File: src/rtl/in_service_ctrl_if.sv
// Signal bundle between the PIC front end (INTA sequencer, command decoder)
// and the in-service register controller.
interface in_service_ctrl_if #(
    parameter int NUM_IRQ = 8
) ();
    localparam int PRI_W = $clog2(NUM_IRQ);

    logic               latch_in_service;
    logic [NUM_IRQ-1:0] interrupt;
    logic               auto_eoi_mode;
    logic               special_mask_mode;
    logic [NUM_IRQ-1:0] interrupt_special_mask;
    logic               cmd_valid;
    logic [2:0]         cmd_code;
    logic [PRI_W-1:0]   cmd_level;
    logic [NUM_IRQ-1:0] in_service_register;
    logic [NUM_IRQ-1:0] highest_level_in_service;
    logic [PRI_W-1:0]   priority_rotate;
    logic               in_service_any;

    modport master (
        output latch_in_service, interrupt, auto_eoi_mode, special_mask_mode,
               interrupt_special_mask, cmd_valid, cmd_code, cmd_level,
        input  in_service_register, highest_level_in_service, priority_rotate,
               in_service_any
    );

    modport slave (
        input  latch_in_service, interrupt, auto_eoi_mode, special_mask_mode,
               interrupt_special_mask, cmd_valid, cmd_code, cmd_level,
        output in_service_register, highest_level_in_service, priority_rotate,
               in_service_any
    );
endinterface

File: src/rtl/in_service_ctrl.sv
// Registered in-service register with rotating priority pointer and
// OCW2-style EOI / rotate / set-priority command execution.
module in_service_ctrl #(
    parameter int NUM_IRQ = 8
) (
    input  logic              clk,
    input  logic              rst_n,
    in_service_ctrl_if.slave  bus
);
    localparam int PRI_W = $clog2(NUM_IRQ);

    localparam logic [2:0] CMD_AEOI_ROT_CLR = 3'b000;
    localparam logic [2:0] CMD_NS_EOI       = 3'b001;
    localparam logic [2:0] CMD_SP_EOI       = 3'b011;
    localparam logic [2:0] CMD_AEOI_ROT_SET = 3'b100;
    localparam logic [2:0] CMD_ROT_NS_EOI   = 3'b101;
    localparam logic [2:0] CMD_SET_PRI      = 3'b110;
    localparam logic [2:0] CMD_ROT_SP_EOI   = 3'b111;

    logic [NUM_IRQ-1:0] isr_reg, isr_next;
    logic [PRI_W-1:0]   rot_reg, rot_next;
    logic               raeoi_reg, raeoi_next;

    logic [NUM_IRQ-1:0] isr_masked;
    logic [NUM_IRQ-1:0] above_rot;
    logic [NUM_IRQ-1:0] req_upper;
    logic [NUM_IRQ-1:0] highest;
    logic [NUM_IRQ-1:0] irq_lowest;
    logic [NUM_IRQ-1:0] level_onehot;
    logic [NUM_IRQ-1:0] clear_vec;
    logic [NUM_IRQ-1:0] set_vec;
    logic [31:0]        level_ext;
    logic               level_ok;
    logic               cmd_rotate;
    logic [PRI_W-1:0]   highest_idx;
    logic [PRI_W-1:0]   irq_idx;
    logic [PRI_W-1:0]   h_acc [NUM_IRQ+1];
    logic [PRI_W-1:0]   i_acc [NUM_IRQ+1];

    assign isr_masked = isr_reg & ~(bus.special_mask_mode ? bus.interrupt_special_mask
                                                          : {NUM_IRQ{1'b0}});
    assign level_ext  = 32'(bus.cmd_level);
    assign level_ok   = (level_ext < 32'(NUM_IRQ));

    // Levels above the pointer outrank the wrapped-around ones below it.
    generate
        for (genvar gi = 0; gi < NUM_IRQ; gi++) begin : g_level
            assign above_rot[gi]    = (32'(gi) > 32'(rot_reg));
            assign level_onehot[gi] = (level_ext == 32'(gi));
        end
    endgenerate

    assign req_upper  = isr_masked & above_rot;
    assign highest    = (req_upper != '0) ? (req_upper & (~req_upper + NUM_IRQ'(1)))
                                          : (isr_masked & (~isr_masked + NUM_IRQ'(1)));
    // A multi-hot acknowledge rotates to its lowest set level.
    assign irq_lowest = bus.interrupt & (~bus.interrupt + NUM_IRQ'(1));

    assign h_acc[0] = '0;
    assign i_acc[0] = '0;
    generate
        for (genvar gi = 0; gi < NUM_IRQ; gi++) begin : g_encode
            assign h_acc[gi+1] = h_acc[gi] | (highest[gi]    ? PRI_W'(gi) : '0);
            assign i_acc[gi+1] = i_acc[gi] | (irq_lowest[gi] ? PRI_W'(gi) : '0);
        end
    endgenerate
    assign highest_idx = h_acc[NUM_IRQ];
    assign irq_idx     = i_acc[NUM_IRQ];

    always_comb begin
        clear_vec  = '0;
        rot_next   = rot_reg;
        raeoi_next = raeoi_reg;
        cmd_rotate = 1'b0;
        if (bus.cmd_valid) begin
            case (bus.cmd_code)
                CMD_NS_EOI: clear_vec = highest;
                CMD_SP_EOI: if (level_ok) clear_vec = level_onehot;
                CMD_ROT_NS_EOI: begin
                    if (highest != '0) begin
                        clear_vec  = highest;
                        rot_next   = highest_idx;
                        cmd_rotate = 1'b1;
                    end
                end
                CMD_ROT_SP_EOI: begin
                    if (level_ok) begin
                        clear_vec  = level_onehot;
                        rot_next   = bus.cmd_level;
                        cmd_rotate = 1'b1;
                    end
                end
                CMD_SET_PRI: begin
                    if (level_ok) begin
                        rot_next   = bus.cmd_level;
                        cmd_rotate = 1'b1;
                    end
                end
                CMD_AEOI_ROT_SET: raeoi_next = 1'b1;
                CMD_AEOI_ROT_CLR: raeoi_next = 1'b0;
                default: ;
            endcase
        end
        // The clear uses the pre-edge ISR, so a same-edge set of that bit wins.
        set_vec  = (bus.latch_in_service && !bus.auto_eoi_mode) ? bus.interrupt : '0;
        isr_next = (isr_reg & ~clear_vec) | set_vec;
        if (bus.latch_in_service && bus.auto_eoi_mode && raeoi_reg &&
            (bus.interrupt != '0) && !cmd_rotate) begin
            rot_next = irq_idx;
        end
    end

    always_ff @(posedge clk or negedge rst_n) begin
        if (!rst_n) begin
            isr_reg   <= '0;
            rot_reg   <= PRI_W'(NUM_IRQ - 1);
            raeoi_reg <= 1'b0;
        end else begin
            isr_reg   <= isr_next;
            rot_reg   <= rot_next;
            raeoi_reg <= raeoi_next;
        end
    end

    assign bus.in_service_register      = isr_reg;
    assign bus.highest_level_in_service = highest;
    assign bus.priority_rotate          = rot_reg;
    assign bus.in_service_any           = |isr_masked;
endmodule

File: src/flat_wrapper.sv
// flat-port wrapper written by rule: the top's interface ports become plain ports
module in_service_ctrl_flat 
#(
    parameter int NUM_IRQ = 8
)
  (clk, rst_n, bus_latch_in_service, bus_interrupt, bus_auto_eoi_mode, bus_special_mask_mode, bus_interrupt_special_mask, bus_cmd_valid, bus_cmd_code, bus_cmd_level, bus_in_service_register, bus_highest_level_in_service, bus_priority_rotate, bus_in_service_any);
  in_service_ctrl_if #(.NUM_IRQ(NUM_IRQ)) bus_i ();
  input  logic clk;
  input  logic rst_n;
  input wire logic [$bits(bus_i.latch_in_service)-1:0] bus_latch_in_service;
  input wire logic [$bits(bus_i.interrupt)-1:0] bus_interrupt;
  input wire logic [$bits(bus_i.auto_eoi_mode)-1:0] bus_auto_eoi_mode;
  input wire logic [$bits(bus_i.special_mask_mode)-1:0] bus_special_mask_mode;
  input wire logic [$bits(bus_i.interrupt_special_mask)-1:0] bus_interrupt_special_mask;
  input wire logic [$bits(bus_i.cmd_valid)-1:0] bus_cmd_valid;
  input wire logic [$bits(bus_i.cmd_code)-1:0] bus_cmd_code;
  input wire logic [$bits(bus_i.cmd_level)-1:0] bus_cmd_level;
  output wire logic [$bits(bus_i.in_service_register)-1:0] bus_in_service_register;
  output wire logic [$bits(bus_i.highest_level_in_service)-1:0] bus_highest_level_in_service;
  output wire logic [$bits(bus_i.priority_rotate)-1:0] bus_priority_rotate;
  output wire logic [$bits(bus_i.in_service_any)-1:0] bus_in_service_any;
  assign bus_i.latch_in_service = bus_latch_in_service;
  assign bus_i.interrupt = bus_interrupt;
  assign bus_i.auto_eoi_mode = bus_auto_eoi_mode;
  assign bus_i.special_mask_mode = bus_special_mask_mode;
  assign bus_i.interrupt_special_mask = bus_interrupt_special_mask;
  assign bus_i.cmd_valid = bus_cmd_valid;
  assign bus_i.cmd_code = bus_cmd_code;
  assign bus_i.cmd_level = bus_cmd_level;
  assign bus_in_service_register = bus_i.in_service_register;
  assign bus_highest_level_in_service = bus_i.highest_level_in_service;
  assign bus_priority_rotate = bus_i.priority_rotate;
  assign bus_in_service_any = bus_i.in_service_any;
  in_service_ctrl #(.NUM_IRQ(NUM_IRQ)) u_core (.clk(clk), .rst_n(rst_n), .bus(bus_i));
endmodule
File: config.mk
export PLATFORM = sky130hd
export DESIGN_NAME = in_service_ctrl_flat
export DESIGN_NICKNAME = d
export VERILOG_FILES = /design/src/rtl/in_service_ctrl_if.sv /design/src/rtl/in_service_ctrl.sv /design/src/flat_wrapper.sv
export SDC_FILE = /design/constraint.sdc
export NUM_CORES = 1
export LEC_CHECK = 0
export ABC_AREA = 1
export BUFFER_PORTS_ARGS = -buffer_cell sky130_fd_sc_hd__buf_2
export CAP_MARGIN = 20
export CELL_PAD_IN_SITES_DETAIL_PLACEMENT = 1
export CELL_PAD_IN_SITES_GLOBAL_PLACEMENT = 1
export CORE_MARGIN = 2
export CORE_UTILIZATION = 29
export CTS_CLUSTER_DIAMETER = 120
export DETAILED_ROUTE_END_ITERATION = 8
export MAX_ROUTING_LAYER = met4
export PLACE_DENSITY_LB_ADDON = 0.1
export RECOVER_POWER = 50
export SYNTH_ARGS = -nofsm -noshare
export SYNTH_HDL_FRONTEND = slang
export SYNTH_SLANG_ARGS = --single-unit
File: constraint.sdc
create_clock -name clk -period 1.6 [get_ports clk]
set_clock_uncertainty 0.2 [all_clocks]
set_input_delay 0 -clock clk [delete_from_list [all_inputs] [get_ports clk]]
set_output_delay 0 -clock clk [all_outputs]
set_load 0.01 [all_outputs]
### Word level (Yosys, flattened, before mapping)

Index checks and enable logic that the tools add are counted.

* word-level logic and storage cells: 104
* output and inout bits: 20
* input port bits: 28
* register bits after elaboration: 12

* $lt $le $gt $ge: 8
* bitwise operators: 24
* mux-type cells: 31
* equality and inequality tests: 15
* add/sub/neg operators: 3
* reduce and logical (&&, ||, !) cells: 20

Operator list (count)
* $and 8x8->8: 6
* $mux 8: 6
* $not 8->8: 5
* $mux 3: 12
* $or 3x3->3: 12
* $logic_not 32->1: 1
* $add 8x1->8 const B: 3
* $eq 3x3->1 const B: 8
* $pmux 8 s3: 1
* $reduce_bool 8->1: 3
* $gt 3x3->1 const A: 4
* $eq 3x2->1 const B: 3
* $mux 2: 4
* $or 8x8->8: 1
* $reduce_or 8->1: 1
* $eq 3x1->1 const B: 2
* $gt 2x3->1 const A: 2
* $ne 3x1->1 const B: 2
* $pmux 3 s2: 1
* $logic_and 1x1->1: 5
* $mux 1: 5
* $lt 3x4->1 const B: 1
* $pmux 1 s2: 2
* $reduce_and 4->1: 1
* 7 further kinds: 10

### Logic depth before layout (Yosys ltp)

Gate-level depths: netlist (run 1).

* depth in word-level cells: 19
* mapped depth: 15
* mapped depth without buffers: 14

### Worst setup path after synthesis (run 1)

No wires, ideal clock.

* path kind: register to register
* start: reg u_core.rot_reg[2], in the netlist u_core.bus.priority_rotate[2]
* end: reg u_core.isr_reg[3], in the netlist u_core.bus.in_service_register[3]
* period minus slack after synthesis: 1.870 ns
* library setup time: 0.121 ns
* data arrival time: 1.549 ns
* required time: 1.279 ns
* setup slack: -0.270 ns
* cell stages (with the launch flop): 14
* path through: dfstp_2 -> inv_2 -> nand2_1 -> nor2_2 -> nor2_2 -> nand2_2 -> nor2_4 -> nand2_1 -> nand2_2 -> nand2_1 -> o21ai_1 -> nand2_1 -> nand2_1 -> o21ai_1

* word-level cells in the longest chain between the ends: 13
* elaborated cells between the ends (all ways): 20

RTL lines
* start: declaration: RTL line in_service_ctrl.sv:21 `logic [PRI_W-1:0] rot_reg, rot_next;`
* start signal: assignment: RTL line in_service_ctrl.sv:116 `rot_reg <= PRI_W'(NUM_IRQ - 1);`
* start signal: assignment: RTL line in_service_ctrl.sv:120 `rot_reg <= rot_next;`
* $gt 1x3->1 or $gt 2x3->1 (tied branches): RTL line in_service_ctrl.sv:48 `assign above_rot[gi] = (32'(gi) > 32'(rot_reg));`
* $and 8x8->8 *: RTL line in_service_ctrl.sv:53 `assign req_upper = isr_masked & above_rot;`
* $not 8->8: RTL line in_service_ctrl.sv:54 `assign highest = (req_upper != '0) ? (req_upper & (~req_upper + NUM_IRQ'(1)))`
* $add 8x1->8: RTL line in_service_ctrl.sv:54
* $and 8x8->8: RTL line in_service_ctrl.sv:54
* $mux 8 *: RTL line in_service_ctrl.sv:54
* named net bus_highest_level_in_service[3]: RTL line flat_wrapper.sv:19 `output wire logic [$bits(bus_i.highest_level_in_service)-1:0] bus_highest_level_in_service;`
* $reduce_bool 8->1: RTL line in_service_ctrl.sv:80 `if (highest != '0) begin`
* $mux 8: RTL line in_service_ctrl.sv:80
* $pmux 8 s3 *: RTL line in_service_ctrl.sv:76 `case (bus.cmd_code)`
* $mux 8 *: RTL line in_service_ctrl.sv:75 `if (bus.cmd_valid) begin`
* $not 8->8 *: RTL line in_service_ctrl.sv:106 `isr_next = (isr_reg & ~clear_vec) | set_vec;`
* $and 8x8->8 *: RTL line in_service_ctrl.sv:106
* $or 8x8->8 *: RTL line in_service_ctrl.sv:106
* named net u_core.isr_next[3]: RTL line in_service_ctrl.sv:20 `logic [NUM_IRQ-1:0] isr_reg, isr_next;`
* end signal: assignment: RTL line in_service_ctrl.sv:119 `isr_reg <= isr_next;`
* end: declaration: RTL line in_service_ctrl.sv:20

Mark *: on every way through the listed nets, which the timed path passes. The rest lies on a longest branch.
A chain may end at the register's enable or synchronous reset.

### Worst setup path in the final report (run 1)

* start: reg u_core.rot_reg[1], in the netlist u_core.bus.priority_rotate[1]
* end: out bus_highest_level_in_service[6]

* word-level cells in the longest chain between the ends: 6
* elaborated cells between the ends (all ways): 13

RTL lines (RTL line)
* $gt 1x3->1, or another cell as far along: in_service_ctrl.sv:48
* $and 8x8->8 *: in_service_ctrl.sv:53
* $not 8->8: in_service_ctrl.sv:54
* $add 8x1->8: in_service_ctrl.sv:54
* $and 8x8->8: in_service_ctrl.sv:54
* $mux 8 *: in_service_ctrl.sv:54
* end: declaration: flat_wrapper.sv:19

Mark *: on every way between the ends. The rest lies on a longest branch, timed or not.

==> results_tabular.tex, run 1 <==
\begin{tabular}{lr}
\hline
Metric & Value \\
\hline
\multicolumn{2}{l}{\textbf{Cells and area}} \\
Utilization of the core after routing & 0.532 \\
Area Overhead vs Synth & 76.3\% \\
Final net count & 374 \\
Most frequent standard cell in the layout excluding fill and tap cells & nand2\_1 \\
Filler cells & 616 \\
Diode insertion count for antenna repair & 0 \\
Share of cells above drive strength 1 & 0.423 \\
Number of non-filler instances in the completed layout & 397 \\
Leading cell types in the layout, fill and taps excluded & nand2\_1 (58), buf\_2 (37), inv\_1 (34), buf\_4 (34), nor2\_1 (26) \\
Max reg flops & 8 \\
\multicolumn{2}{l}{\textbf{Logic synthesis}} \\
Cell type with the highest aggregate area in the netlist & nand2\_1 \\
Synthesized instance count & 232 \\
Synth Register Bits & 12 \\
Yosys Warn Count & 0 \\
Mean instance size in the synthesized netlist & 5.67 µm² \\
Dominant combinational cell family by area after synthesis & simple AND/OR/NAND/NOR gates \\
Synth Area in XOR/XNOR & 0 \\
Top cell type's share of synthesized area & 0.200 \\
Number of nets in the synthesized netlist & 260 \\
Complex-gate fraction of the synthesized area & 0.121 \\
Share of flip-flops with an asynchronous set or reset & 1.00 \\
Register area share after synthesis & 0.231 \\
Post-synthesis instance area & 1320 µm² \\
Synthesized-area fraction occupied by adder cells & 0 \\
Multiplexer share of the synthesized area & 0 \\
Number of enable flip-flop cells after synthesis & 0 \\
Number of distinct library cells after synthesis & 21 \\
Main area contributors after synthesis & nand2\_1 (20\%), dfrtp\_1 (17\%), inv\_1 (11\%) \\
Simple logic cell fraction of the synthesized area & 0.525 \\
Main synth FF type & dfrtp\_1 \\
\multicolumn{2}{l}{\textbf{Setup path}} \\
Cell type of the slowest stage on the worst timing path & dfstp\_2 \\
Maximum fanout along the worst path & 6 \\
Element type at the critical path end & output port \\
Type of the worst setup path & flip-flop to output port \\
Chain of cells forming the critical path & buf\_4 > nand2\_1 > nand2\_2 > nand3\_2 > nor2\_4 > nand2\_1 > nand2\_2 > buf\_6 > buf\_6 \\
WP data arrival & 1.87 ns \\
Kind of start point of the critical path & flip-flop \\
Required time of the critical path & 1.40 ns \\
Delay of the slowest cell on the worst path & 0.63 ns \\
\multicolumn{2}{l}{\textbf{Global route}} \\
Global-route congestion overflow total & 0 \\
GR Layer Usage met2 & 0.428 \\
Met1 Track Usage GR & 0.279 \\
GRT Max-Usage Layer & met2 \\
First-pass GRT wire length & 9.20 mm \\
Number of antenna violations at the first check in global routing & 0 \\
Overall Global Routing Usage & 0.236 \\
Met3 layer usage reported by global route & 0.0211 \\
Vias in the first global route & 1,969 \\
Largest net degree at the start of global routing & 10 \\
\multicolumn{2}{l}{\textbf{STA}} \\
Final hold viol count & 0 \\
Worst Setup Slack, final & -0.473 ns \\
Min Tclk post-route & 2.07 ns \\
Setup repair after global routing missed its margin & true \\
Worst hold slack after final layout & 0.0274 ns \\
Post-route fraction of the period consumed by the critical path & 1.30 \\
Setup-failing EPs final & 20 \\
Slew of the pin with the lowest slew margin & 0.518 ns \\
Peak clock frequency supported by timing & 0.482 GHz \\
Relative slew margins & 0.654 \\
Max-slew violations & 0 \\
\multicolumn{2}{l}{\textbf{Floorplan}} \\
Effective utilization at floorplan & 0.302 \\
Core ar. & 4350 µm² \\
Die Height & 71.3 µm \\
Number of top-level design ports & 48 \\
Floorplan row count & 24 \\
Die footprint & 5090 µm² \\
Die W & 71.3 µm \\
\multicolumn{2}{l}{\textbf{Placed design}} \\
Hpwl dp & 4.44 mm \\
Final weighted congestion of routability-driven global placement & 0.956 \\
\# port buffers & 47 \\
Number of cells after detailed placement & 365 \\
\multicolumn{2}{l}{\textbf{Routing}} \\
Avg WL per Cell & 14.6 µm \\
Vias after detailed routing & 1,929 \\
Post-detailed-route DRC marker count & 0 \\
Initial DRC Count & 49 \\
Detailed-route vias per instance & 4.86 \\
ANT nets after route & 0 \\
Pre-antenna DRT Iters & 4 \\
Total wirelength of the detailed-routed design & 5.80 mm \\
\multicolumn{2}{l}{\textbf{Clock tree}} \\
Max Root-Sink Buffers & 2 \\
Number of sinks driven by the clock tree & 12 \\
Clock latency on the worst-skew pair & 0.24 ns \\
Root buf cell & clkbuf\_8 \\
CTS tree & built \\
Max H-tree Level & 1 \\
Clock input transition at the sequential cells of the worst setup and hold paths & 0.06 ns \\
Inserted Clock Buffers & 3 \\
\multicolumn{2}{l}{\textbf{Min path}} \\
Hold crit path type & input port to flip-flop \\
\multicolumn{2}{l}{\textbf{Outcome}} \\
Status & complete, but fails checks \\
Failing checks & negative setup slack \\
\multicolumn{2}{l}{\textbf{Job}} \\
Max Cap Viol & 0 \\
\multicolumn{2}{l}{\textbf{Power}} \\
Cell leakage power & 1.23 nW \\
P per Cell Area & 1390 nW/µm² \\
Worst ir drop on vdd & 0.829 mV \\
Post-layout total power & 3.23 mW \\
\hline
\end{tabular}
==> worst max-delay path, delay by kind of cell, from the launching register on <==
family        cells  cell delay (ns)
flops             1             0.63
buf+inv           3             0.34
simple gates      6             0.68
==> report_power, final <==
| part | leakage [nW] | internal [mW] | total [mW] | switching (mW) |
|---|---|---|---|---|
| Combinational | 1.08 | 1.10 | 2.29 | 1.20 |
| Clock | 0.0288 | 0.218 | 0.341 | 0.124 |
| Sequential | 0.124 | 0.437 | 0.598 | 0.160 |
==> per-stage QoR <==
step / area, µm² / TNS, ns / worst slack [ns]
after global routing: 2320 / -10.70 / -0.565
final: 2320 / -8.24 / -0.473
after CTS: 2220 / -7.35 / -0.453
after floorplan: 1320 / -2.32 / -0.261
after detailed placement: 1870 / -6.63 / -0.487
after global placement: 1870 / -5.88 / -0.463
==> area by class of cell <==
type | count | area (µm²) | area share
Sequential cell | 12 | 304 | 0.131
Tap cell | 52 | 65.1 | 0.0281
Clock buffer | 4 | 55.1 | 0.0237
Multi-Input combinational cell | 179 | 942 | 0.406
Timing Repair Buffer | 110 | 802 | 0.346
Inverter | 40 | 150 | 0.0648
==> cell usage after synthesis, types with 2 or more instances <==
master   count
nor3_1       4
inv_1       38
nand2_1     70
inv_2        2
a21oi_1      8
dfrtp_1      9
dfstp_2      3
o22ai_1      4
nand3_2      2
nor2_2       5
nand2_4      3
nor2_1      30
nand2_2     16
nand3_1     15
o21ai_0     14
o21ai_1      3
nor2_4       2
==> layer usage <==
| layer | share of wire | vias to the layer above | wire (µm) |
|---|---|---|---|
| met5 | 0 | - | 0 |
| met4 | 0.016 | 0 | 91 |
| met3 | 0.028 | 12 | 160 |
| met2 | 0.54 | 40 | 3110 |
| met1 | 0.42 | 926 | 2430 |
| li1 | - | 951 | - |
==> logic make-up after synthesis <==
family	count (synthesis)
buffers and inverters	41
flip-flops	12
AND/OR/NAND/NOR	149
AO/OA/AOI/OAI	30
==> path summary, 6_finish.rpt <==
kind,start,endpoint,slack [ns],cells after the start
max in group asynchronous,rst_n,u_core.bus.in_service_register[0],0.05,3
min,bus_cmd_code[1],u_core.bus.priority_rotate[1],0.03,6
min in group asynchronous,rst_n,u_core.bus.priority_rotate[0],0.19,2
max reg2reg,u_core.bus.priority_rotate[1],u_core.bus.priority_rotate[2],-0.45,13
min reg2reg,u_core.bus.in_service_register[0],u_core.bus.in_service_register[0],0.39,3
max,u_core.bus.priority_rotate[1],bus_highest_level_in_service[6],-0.47,9
==> repair_timing <==
item,CTS,global route
gates resized for setup,22,22
setup buffers,4,4
endpoints found under the setup margin,20,20
pin swaps,6,18
hold buffers,20,0
hold endpoints to repair,24,0
cloned,0,0
No activity file was read; power rests on OpenSTA's default activity.
==> run 2, diff against run 1 <==
--- a/config.mk
+++ b/config.mk
@@ -10,13 +10,13 @@
 export CAP_MARGIN = 20
 export CELL_PAD_IN_SITES_DETAIL_PLACEMENT = 1
 export CELL_PAD_IN_SITES_GLOBAL_PLACEMENT = 1
-export CORE_MARGIN = 2
+export CORE_MARGIN = 4
 export CORE_UTILIZATION = 29
 export CTS_CLUSTER_DIAMETER = 120
 export DETAILED_ROUTE_END_ITERATION = 8
-export MAX_ROUTING_LAYER = met4
 export PLACE_DENSITY_LB_ADDON = 0.1
 export RECOVER_POWER = 50
+export SETUP_SLACK_MARGIN = 0.2
 export SYNTH_ARGS = -nofsm -noshare
 export SYNTH_HDL_FRONTEND = slang
 export SYNTH_SLANG_ARGS = --single-unit
==> run 2 against run 1 <==
Against the previous run: critical path depth is 2 higher; flip-flop and latch count unchanged; the flow still finishes with violations (negative setup slack); hold slack lost 0.022 ns; clock power about the same; routed wire length is 1.9% higher; sequential share of layout area shrank 0.32 points; clock-buffer cell count is the same; utilization grew 0.95 points; highest routed layer unchanged; global-route usage decreased by 2.5 points; via count is 2.1% lower; maximum frequency fell by 5.8%.
==> results_tabular.tex, run 2 (synthesis results as in run 1) <==
\begin{tabular}{lr}
\hline
Metric & Value \\
\hline
\multicolumn{2}{l}{\textbf{STA}} \\
Worst Setup Slack, final & -0.600 ns (-0.127 ns) \\
Setup-failing EPs final & 20 (unchanged) \\
Slew of the pin with the lowest slew margin & 0.519 ns (+0.00151 ns) \\
Final hold viol count & 0 (unchanged) \\
Peak clock frequency supported by timing & 0.455 GHz (-5.8\%) \\
Setup repair after global routing missed its margin & true \\
Post-route fraction of the period consumed by the critical path & 1.37 (+0.0794) \\
Worst hold slack after final layout & 0.00567 ns (-0.0217 ns) \\
Min Tclk post-route & 2.20 ns (+0.127 ns) \\
Relative slew margins & 0.654 (about the same) \\
Max-slew violations & 0 (unchanged) \\
\multicolumn{2}{l}{\textbf{Setup path}} \\
Required time of the critical path & 1.40 ns (about the same) \\
Kind of start point of the critical path & flip-flop \\
Chain of cells forming the critical path & nor2\_4 > nand2\_2 > nor2\_2 > nor2\_2 > nand2\_2 > nor2\_4 > buf\_4 > nand2\_2 > inv\_2 > buf\_4 > buf\_6 \\
Most prevalent standard cell on the critical path & nand2\_2 \\
Largest delay share family, worst path & simple AND/OR/NAND/NOR gates \\
Element type at the critical path end & output port \\
WP data arrival & 2.00 ns (+0.13 ns) \\
CP bufs+invs & 4 (+1) \\
Cell type of the slowest stage on the worst timing path & dfstp\_2 \\
Delay of the slowest cell on the worst path & 0.65 ns (+0.02 ns) \\
Maximum fanout along the worst path & 6 (unchanged) \\
Type of the worst setup path & flip-flop to output port \\
\multicolumn{2}{l}{\textbf{Routing}} \\
Initial DRC Count & 41 (-16\%) \\
Detailed-route vias per instance & 4.73 (-2.6\%) \\
Total wirelength of the detailed-routed design & 5.91 mm (+1.9\%) \\
Post-detailed-route DRC marker count & 0 (unchanged) \\
Avg WL per Cell & 14.8 µm (+1.4\%) \\
Vias after detailed routing & 1,889 (-2.1\%) \\
Pre-antenna DRT Iters & 4 (unchanged) \\
ANT nets after route & 0 (unchanged) \\
\multicolumn{2}{l}{\textbf{Power}} \\
Combinational fraction of design power & 0.720 (+0.011) \\
P per Cell Area & 1410 nW/µm² (+1.4\%) \\
Internal power & 1.82 mW (+4.1\%) \\
Fraction of power consumed by the clock network & 0.101 (-0.005) \\
Cell leakage power & 1.26 nW (+2.1\%) \\
Worst ir drop on vdd & 0.721 mV (-13\%) \\
Sequential power share & 0.179 (-0.006) \\
Net Sw Power & 1.53 mW (+3.6\%) \\
Post-layout total power & 3.36 mW (+3.9\%) \\
Switching share of total power & 0.457 (-0.00132) \\
\multicolumn{2}{l}{\textbf{Floorplan}} \\
Floorplan row count & 24 (unchanged) \\
Die footprint & 5680 µm² (+12\%) \\
Effective utilization at floorplan & 0.300 (-0.00207) \\
Core ar. & 4380 µm² (+0.69\%) \\
Number of top-level design ports & 48 (unchanged) \\
Die W & 75.3 µm (+5.6\%) \\
Die Height & 75.3 µm (+5.6\%) \\
\multicolumn{2}{l}{\textbf{Global route}} \\
Met1 Track Usage GR & 0.244 (-0.0343) \\
Number of antenna violations at the first check in global routing & 0 (unchanged) \\
Global-route congestion overflow total & 0 (unchanged) \\
Overall Global Routing Usage & 0.211 (-0.0250) \\
Met3 layer usage reported by global route & 0.0132 (-0.00790) \\
Largest net degree at the start of global routing & 10 (unchanged) \\
First-pass GRT wire length & 9.10 mm (-1.1\%) \\
GRT Max-Usage Layer & met2 \\
Vias in the first global route & 1,976 (+0.36\%) \\
GR Layer Usage met2 & 0.419 (-0.00900) \\
\multicolumn{2}{l}{\textbf{Job}} \\
Max Cap Viol & 0 (unchanged) \\
\multicolumn{2}{l}{\textbf{Placed design}} \\
Post-DP Area & 1900 µm² (+1.5\%) \\
Number of cells after detailed placement & 367 (+0.55\%) \\
Final weighted congestion of routability-driven global placement & 0.856 (-10\%) \\
Hpwl dp & 4.43 mm (-0.27\%) \\
\# port buffers & 47 (unchanged) \\
\multicolumn{2}{l}{\textbf{Outcome}} \\
Failing checks & negative setup slack \\
Status & complete, but fails checks \\
\multicolumn{2}{l}{\textbf{Cells and area}} \\
Most frequent standard cell in the layout excluding fill and tap cells & nand2\_1 \\
Final net count & 376 (+0.53\%) \\
Share of cells above drive strength 1 & 0.452 (+0.0293) \\
Leading cell types in the layout, fill and taps excluded & nand2\_1 (57), buf\_4 (38), buf\_2 (35), inv\_1 (33), nand2\_2 (25) \\
Area Overhead vs Synth & 80.7\% \\
Post-Layout Inst Area & 2380 µm² (+2.5\%) \\
Diode insertion count for antenna repair & 0 (unchanged) \\
Number of non-filler instances in the completed layout & 399 (+0.50\%) \\
Max reg flops & 8 (unchanged) \\
\multicolumn{2}{l}{\textbf{Clock tree}} \\
Clock latency on the worst-skew pair & 0.24 ns (about the same) \\
Root buf cell & clkbuf\_8 \\
CTS tree & built \\
Clock input transition at the sequential cells of the worst setup and hold paths & 0.06 ns (about the same) \\
Inserted Clock Buffers & 3 (unchanged) \\
Max Root-Sink Buffers & 2 (unchanged) \\
Number of sinks driven by the clock tree & 12 (unchanged) \\
Max H-tree Level & 1 (unchanged) \\
\multicolumn{2}{l}{\textbf{Min path}} \\
Hold crit path type & input port to flip-flop \\
\hline
\end{tabular}
## run 2: cell types whose count changed in the layout (fill, tap and decap cells not counted), moves of 2 or more
| cell | previous run | this run |
|---|---|---|
| buf_2 | 37 | 35 |
| buf_4 | 34 | 38 |
| buf_6 | 10 | 15 |
| clkbuf_4 | 4 | 1 |
| dlygate4sd3_1 | 20 | 17 |
| nand2_2 | 23 | 25 |
| nor2_1 | 26 | 24 |
| nor2_2 | 6 | 9 |
## run 2: stage by stage
step                 util  TNS [ns]  setup WS, ns
global route        0.542    -11.82        -0.735
global placement    0.434     -5.98        -0.460
CTS                 0.520     -7.60        -0.444
detailed placement  0.434     -6.16        -0.474
finish              0.542    -10.09        -0.600
floorplan               -     -2.32        -0.261
## run 2: worst min-delay path, stage by stage
cell,delay [ns]
buf_2,0.11
nand2_1,0.10
nand2_1,0.08
nand3_1,0.06
nand2_1,0.06
inv_1,0.03
## run 2: final cells by class
type	instances	area, µm²
Multi-Input combinational cell	179	950
Sequential cell	12	304
Timing Repair Buffer	112	852
Fill cell	619	2010
Clock buffer	4	55.1
Inverter	40	150
Tap cell	52	65.1
## run 2: worst paths after layout
kind / start / end / slack (ns) / cells past startpoint
setup / recovery: u_core.bus.priority_rotate[1] / bus_highest_level_in_service[0] / -0.60 / 11
hold / removal: bus_cmd_code[1] / u_core.bus.priority_rotate[1] / 0.006 / 6
setup reg to reg: u_core.bus.priority_rotate[1] / u_core.bus.priority_rotate[2] / -0.60 / 14
hold reg to reg: u_core.raeoi_reg / u_core.raeoi_reg / 0.33 / 2
max in group asynchronous: rst_n / u_core.bus.in_service_register[0] / 0.30 / 3
min in group asynchronous: rst_n / u_core.bus.priority_rotate[1] / 0.22 / 2
## run 2: power groups by stage
stage               logic (mW)  registers, mW  clock network, mW
floorplan                0.900          0.600                  0
global placement          1.81          0.576                  0
detailed placement        1.84          0.579                  0
CTS                       2.17          0.573              0.347
global route              2.66          0.611              0.358
finish                    2.42          0.601              0.339
## run 2: timing repair
item,in CTS,in global routing
cloned,0,0
gates resized for setup,30,27
hold buffers,18,0
endpoints found under the setup margin,20,30
buffers inserted,7,3
endpoints found under the hold margin,24,0
pin swaps,24,25
## run 2: layer usage
layer,share of wire,vias up
li1,-,956
met1,0.41,887
met2,0.54,40
met3,0.036,6
met4,0.013,0
met5,0,-
==> run 3, diff against run 2 <==
--- a/config.mk
+++ b/config.mk
@@ -6,14 +6,14 @@
 export NUM_CORES = 1
 export LEC_CHECK = 0
 export ABC_AREA = 1
-export BUFFER_PORTS_ARGS = -buffer_cell sky130_fd_sc_hd__buf_2
 export CAP_MARGIN = 20
-export CELL_PAD_IN_SITES_DETAIL_PLACEMENT = 1
+export CELL_PAD_IN_SITES_DETAIL_PLACEMENT = 0
 export CELL_PAD_IN_SITES_GLOBAL_PLACEMENT = 1
 export CORE_MARGIN = 4
-export CORE_UTILIZATION = 29
+export CORE_UTILIZATION = 37
 export CTS_CLUSTER_DIAMETER = 120
 export DETAILED_ROUTE_END_ITERATION = 8
+export DONT_BUFFER_PORTS = 1
 export PLACE_DENSITY_LB_ADDON = 0.1
 export RECOVER_POWER = 50
 export SETUP_SLACK_MARGIN = 0.2
==> run 3 against run 2 <==
Against the previous run: the flow finishes with violations (negative hold slack, negative setup slack); global-route usage up 0.35 points; cell count down 11%; clock-buffer cell count unchanged; first-iteration DRC count rose to 3.3 times the previous value; non-clock buffer count down 37; register-to-register slack better by 0.12 ns; utilization up 9.6 points; setup slack better by 0.10 ns; via count down 7.8%; combinational power down 12%; sequential share of layout area up 1.3 points; design area down 9.0%; largest power group unchanged.
==> results_tabular.tex, run 3 (synthesis results as in run 1) <==
\begin{tabular}{lr}
\hline
Metric & Value \\
\hline
\multicolumn{2}{l}{\textbf{Min path}} \\
Startpoint of the tightest hold check path & bus\_cmd\_code[1] \\
Number of stages on the worst hold path & 5 (-1) \\
Hold crit path type & input port to flip-flop \\
Worst Hold Endpoint & u\_core.bus.priority\_rotate[1] \\
\multicolumn{2}{l}{\textbf{Placed design}} \\
Final weighted congestion of routability-driven global placement & 0.903 (+5.5\%) \\
Hpwl dp & 3.83 mm (-13\%) \\
Post-DP Area & 1660 µm² (-13\%) \\
Number of cells after detailed placement & 316 (-14\%) \\
\# port buffers & 0 (-100\%) \\
\multicolumn{2}{l}{\textbf{Routing}} \\
Total wirelength of the detailed-routed design & 4.82 mm (-18\%) \\
Pre-antenna DRT Iters & 4 (unchanged) \\
Post-detailed-route DRC marker count & 0 (unchanged) \\
Initial DRC Count & 134 (+230\%) \\
Vias after detailed routing & 1,742 (-7.8\%) \\
ANT nets after route & 0 (unchanged) \\
Detailed-route vias per instance & 4.89 (+3.4\%) \\
Avg WL per Cell & 13.5 µm (-8.6\%) \\
\multicolumn{2}{l}{\textbf{Clock tree}} \\
Max H-tree Level & 1 (unchanged) \\
Number of sinks driven by the clock tree & 12 (unchanged) \\
Inserted Clock Buffers & 3 (unchanged) \\
Root buf cell & clkbuf\_4 \\
CTS tree & built \\
Clock input transition at the sequential cells of the worst setup and hold paths & 0.08 ns (+0.02 ns) \\
Clock latency on the worst-skew pair & 0.27 ns (+0.03 ns) \\
Max Root-Sink Buffers & 2 (unchanged) \\
\multicolumn{2}{l}{\textbf{Global route}} \\
First-pass GRT wire length & 7.63 mm (-16\%) \\
Number of antenna violations at the first check in global routing & 0 (unchanged) \\
Vias in the first global route & 1,709 (-14\%) \\
Overall Global Routing Usage & 0.214 (+0.00348) \\
Largest net degree at the start of global routing & 13 (+3) \\
Global-route congestion overflow total & 0 (unchanged) \\
\multicolumn{2}{l}{\textbf{Power}} \\
Fraction of power consumed by the clock network & 0.082 (-0.019) \\
Worst ir drop on vdd & 0.642 mV (-11\%) \\
Net Sw Power & 1.35 mW (-12\%) \\
P per Cell Area & 1370 nW/µm² (-3.2\%) \\
Switching share of total power & 0.458 (+0.000730) \\
Combinational fraction of design power & 0.716 (-0.004) \\
Internal power & 1.60 mW (-12\%) \\
Sequential power share & 0.202 (+0.023) \\
Cell leakage power & 1.11 nW (-12\%) \\
\multicolumn{2}{l}{\textbf{STA}} \\
TNS Setup & -8.01 ns (+2.07 ns) \\
Peak clock frequency supported by timing & 0.477 GHz (+4.9\%) \\
Relative slew margins & 0.613 (-0.0405) \\
Slew of the pin with the lowest slew margin & 0.578 ns (+0.0588 ns) \\
Final hold viol count & 12 (+12) \\
Setup-failing EPs final & 20 (unchanged) \\
Min Tclk post-route & 2.10 ns (-0.102 ns) \\
Post-route fraction of the period consumed by the critical path & 1.31 (-0.0640) \\
Max-slew violations & 0 (unchanged) \\
Worst hold slack after final layout & -0.152 ns (-0.158 ns) \\
Setup repair after global routing missed its margin & true \\
Worst Setup Slack, final & -0.497 ns (+0.102 ns) \\
\multicolumn{2}{l}{\textbf{Floorplan}} \\
Die footprint & 4570 µm² (-19\%) \\
Core ar. & 3390 µm² (-23\%) \\
Effective utilization at floorplan & 0.388 (+0.0880) \\
Number of top-level design ports & 48 (unchanged) \\
Die W & 67.6 µm (-10\%) \\
Floorplan row count & 21 (-13\%) \\
Die Height & 67.6 µm (-10\%) \\
\multicolumn{2}{l}{\textbf{Cells and area}} \\
Share of cells above drive strength 1 & 0.365 (-0.0879) \\
Combined flip-flop and latch cell area & 305 µm² (+0.41\%) \\
Number of non-filler instances in the completed layout & 356 (-11\%) \\
Multi-input logic area & 938 µm² (-1.2\%) \\
Max reg flops & 8 (unchanged) \\
Area Overhead vs Synth & 64.4\% \\
Final net count & 339 (-9.8\%) \\
Post-Layout Inst Area & 2160 µm² (-9.0\%) \\
Filler cells & 316 (-49\%) \\
Leading cell types in the layout, fill and taps excluded & nand2\_1 (59), buf\_4 (37), inv\_1 (34), nor2\_1 (27), dlygate4sd3\_1 (25) \\
Most frequent standard cell in the layout excluding fill and tap cells & nand2\_1 \\
Diode insertion count for antenna repair & 0 (unchanged) \\
\multicolumn{2}{l}{\textbf{Setup path}} \\
Element type at the critical path end & output port \\
Endpoint of the lowest-slack register-to-register path & u\_core.bus.priority\_rotate[0] \\
Delay of the slowest cell on the worst path & 0.63 ns (-0.02 ns) \\
Startpoint of the worst register-to-register path & u\_core.bus.priority\_rotate[1] \\
Kind of start point of the critical path & flip-flop \\
Maximum fanout along the worst path & 6 (unchanged) \\
Depth of the worst register-to-register path & 15 (+1) \\
Most prevalent standard cell on the critical path & nand2\_2 \\
Required time of the critical path & 1.40 ns (about the same) \\
Chain of cells forming the critical path & nand2\_4 > nand2\_2 > nor2\_2 > nor2\_1 > nand2\_2 > nor2\_4 > nand2\_1 > nand2\_2 > buf\_6 > buf\_6 \\
Largest delay share family, worst path & simple AND/OR/NAND/NOR gates \\
CP bufs+invs & 2 (-2) \\
FF-to-FF setup slack & -0.48 ns (+0.12 ns) \\
Type of the worst setup path & flip-flop to output port \\
WP data arrival & 1.90 ns (-0.10 ns) \\
Cell type of the slowest stage on the worst timing path & dfstp\_2 \\
\multicolumn{2}{l}{\textbf{Job}} \\
Max Cap Viol & 0 (unchanged) \\
\multicolumn{2}{l}{\textbf{Outcome}} \\
Status & complete, but fails checks \\
Failing checks & negative hold slack, negative setup slack \\
\hline
\end{tabular}
## run 3: worst max-delay path by stage
stage / to / cells past startpoint / startpoint / slack [ns]
4_1_cts: u_core.bus.in_service_register[3] / 13 / u_core.bus.priority_rotate[1] / -0.47
5_1_grt: bus_highest_level_in_service[1] / 10 / u_core.bus.priority_rotate[1] / -0.60
3_5_place_dp: u_core.bus.in_service_register[5] / 11 / u_core.bus.priority_rotate[1] / -0.44
3_3_place_gp: u_core.bus.in_service_register[3] / 13 / u_core.bus.priority_rotate[1] / -0.43
2_1_floorplan: u_core.bus.in_service_register[3] / 13 / u_core.bus.priority_rotate[2] / -0.26
6_report: bus_highest_level_in_service[1] / 10 / u_core.bus.priority_rotate[1] / -0.50
## run 3: power by group through the flow
| stage | logic [mW] | clock network, mW | registers, mW |
|---|---|---|---|
| 3_3_place_gp | 1.68 | 0 | 0.569 |
| 5_1_grt | 2.30 | 0.267 | 0.610 |
| 2_1_floorplan | 0.900 | 0 | 0.600 |
| 3_5_place_dp | 1.70 | 0 | 0.575 |
| 6_report | 2.12 | 0.244 | 0.596 |
| 4_1_cts | 1.94 | 0.245 | 0.578 |
## run 3: stage by stage
step / setup slack [ns] / hold WS, ns / utilization / power (mW)
floorplan: -0.261 / -0.496 / - / 1.50
global placement: -0.434 / -0.495 / 0.490 / 2.25
detailed placement: -0.435 / -0.495 / 0.490 / 2.27
CTS: -0.466 / -0.180 / 0.595 / 2.77
global route: -0.597 / -0.150 / 0.638 / 3.18
finish: -0.497 / -0.152 / 0.638 / 2.96
## run 3: worst reg2reg max path, delay by kind of cell, from the launching register on
kind	cells	cell delay, ns
buf+inv	2	0.14
flops	1	0.63
simple gates	13	1.05
## run 3: final cells by class
cell class / count / area share
inverters: 40 / 0.0694
flip-flops and latches: 12 / 0.141
repair buffers: 75 / 0.312
clock buffers: 4 / 0.0168
well taps: 46 / 0.0266
multi-input cells: 179 / 0.434
## run 3: routing by layer
metal	share of wire	wire, µm	global-route usage	vias to the layer above
met2	0.52	2490	0.383	49
li1	-	-	-	879
met1	0.41	1980	0.256	800
met4	0.027	131	0.0861	0
met5	0	0	0	-
met3	0.044	212	0.0266	14
## run 3: timing repair
item	CTS	global route
endpoints found under the setup margin	20	32
buffers inserted	5	6
pin swaps	23	22
resized for setup	23	23
endpoints found under the hold margin	24	10
hold buffers	22	4
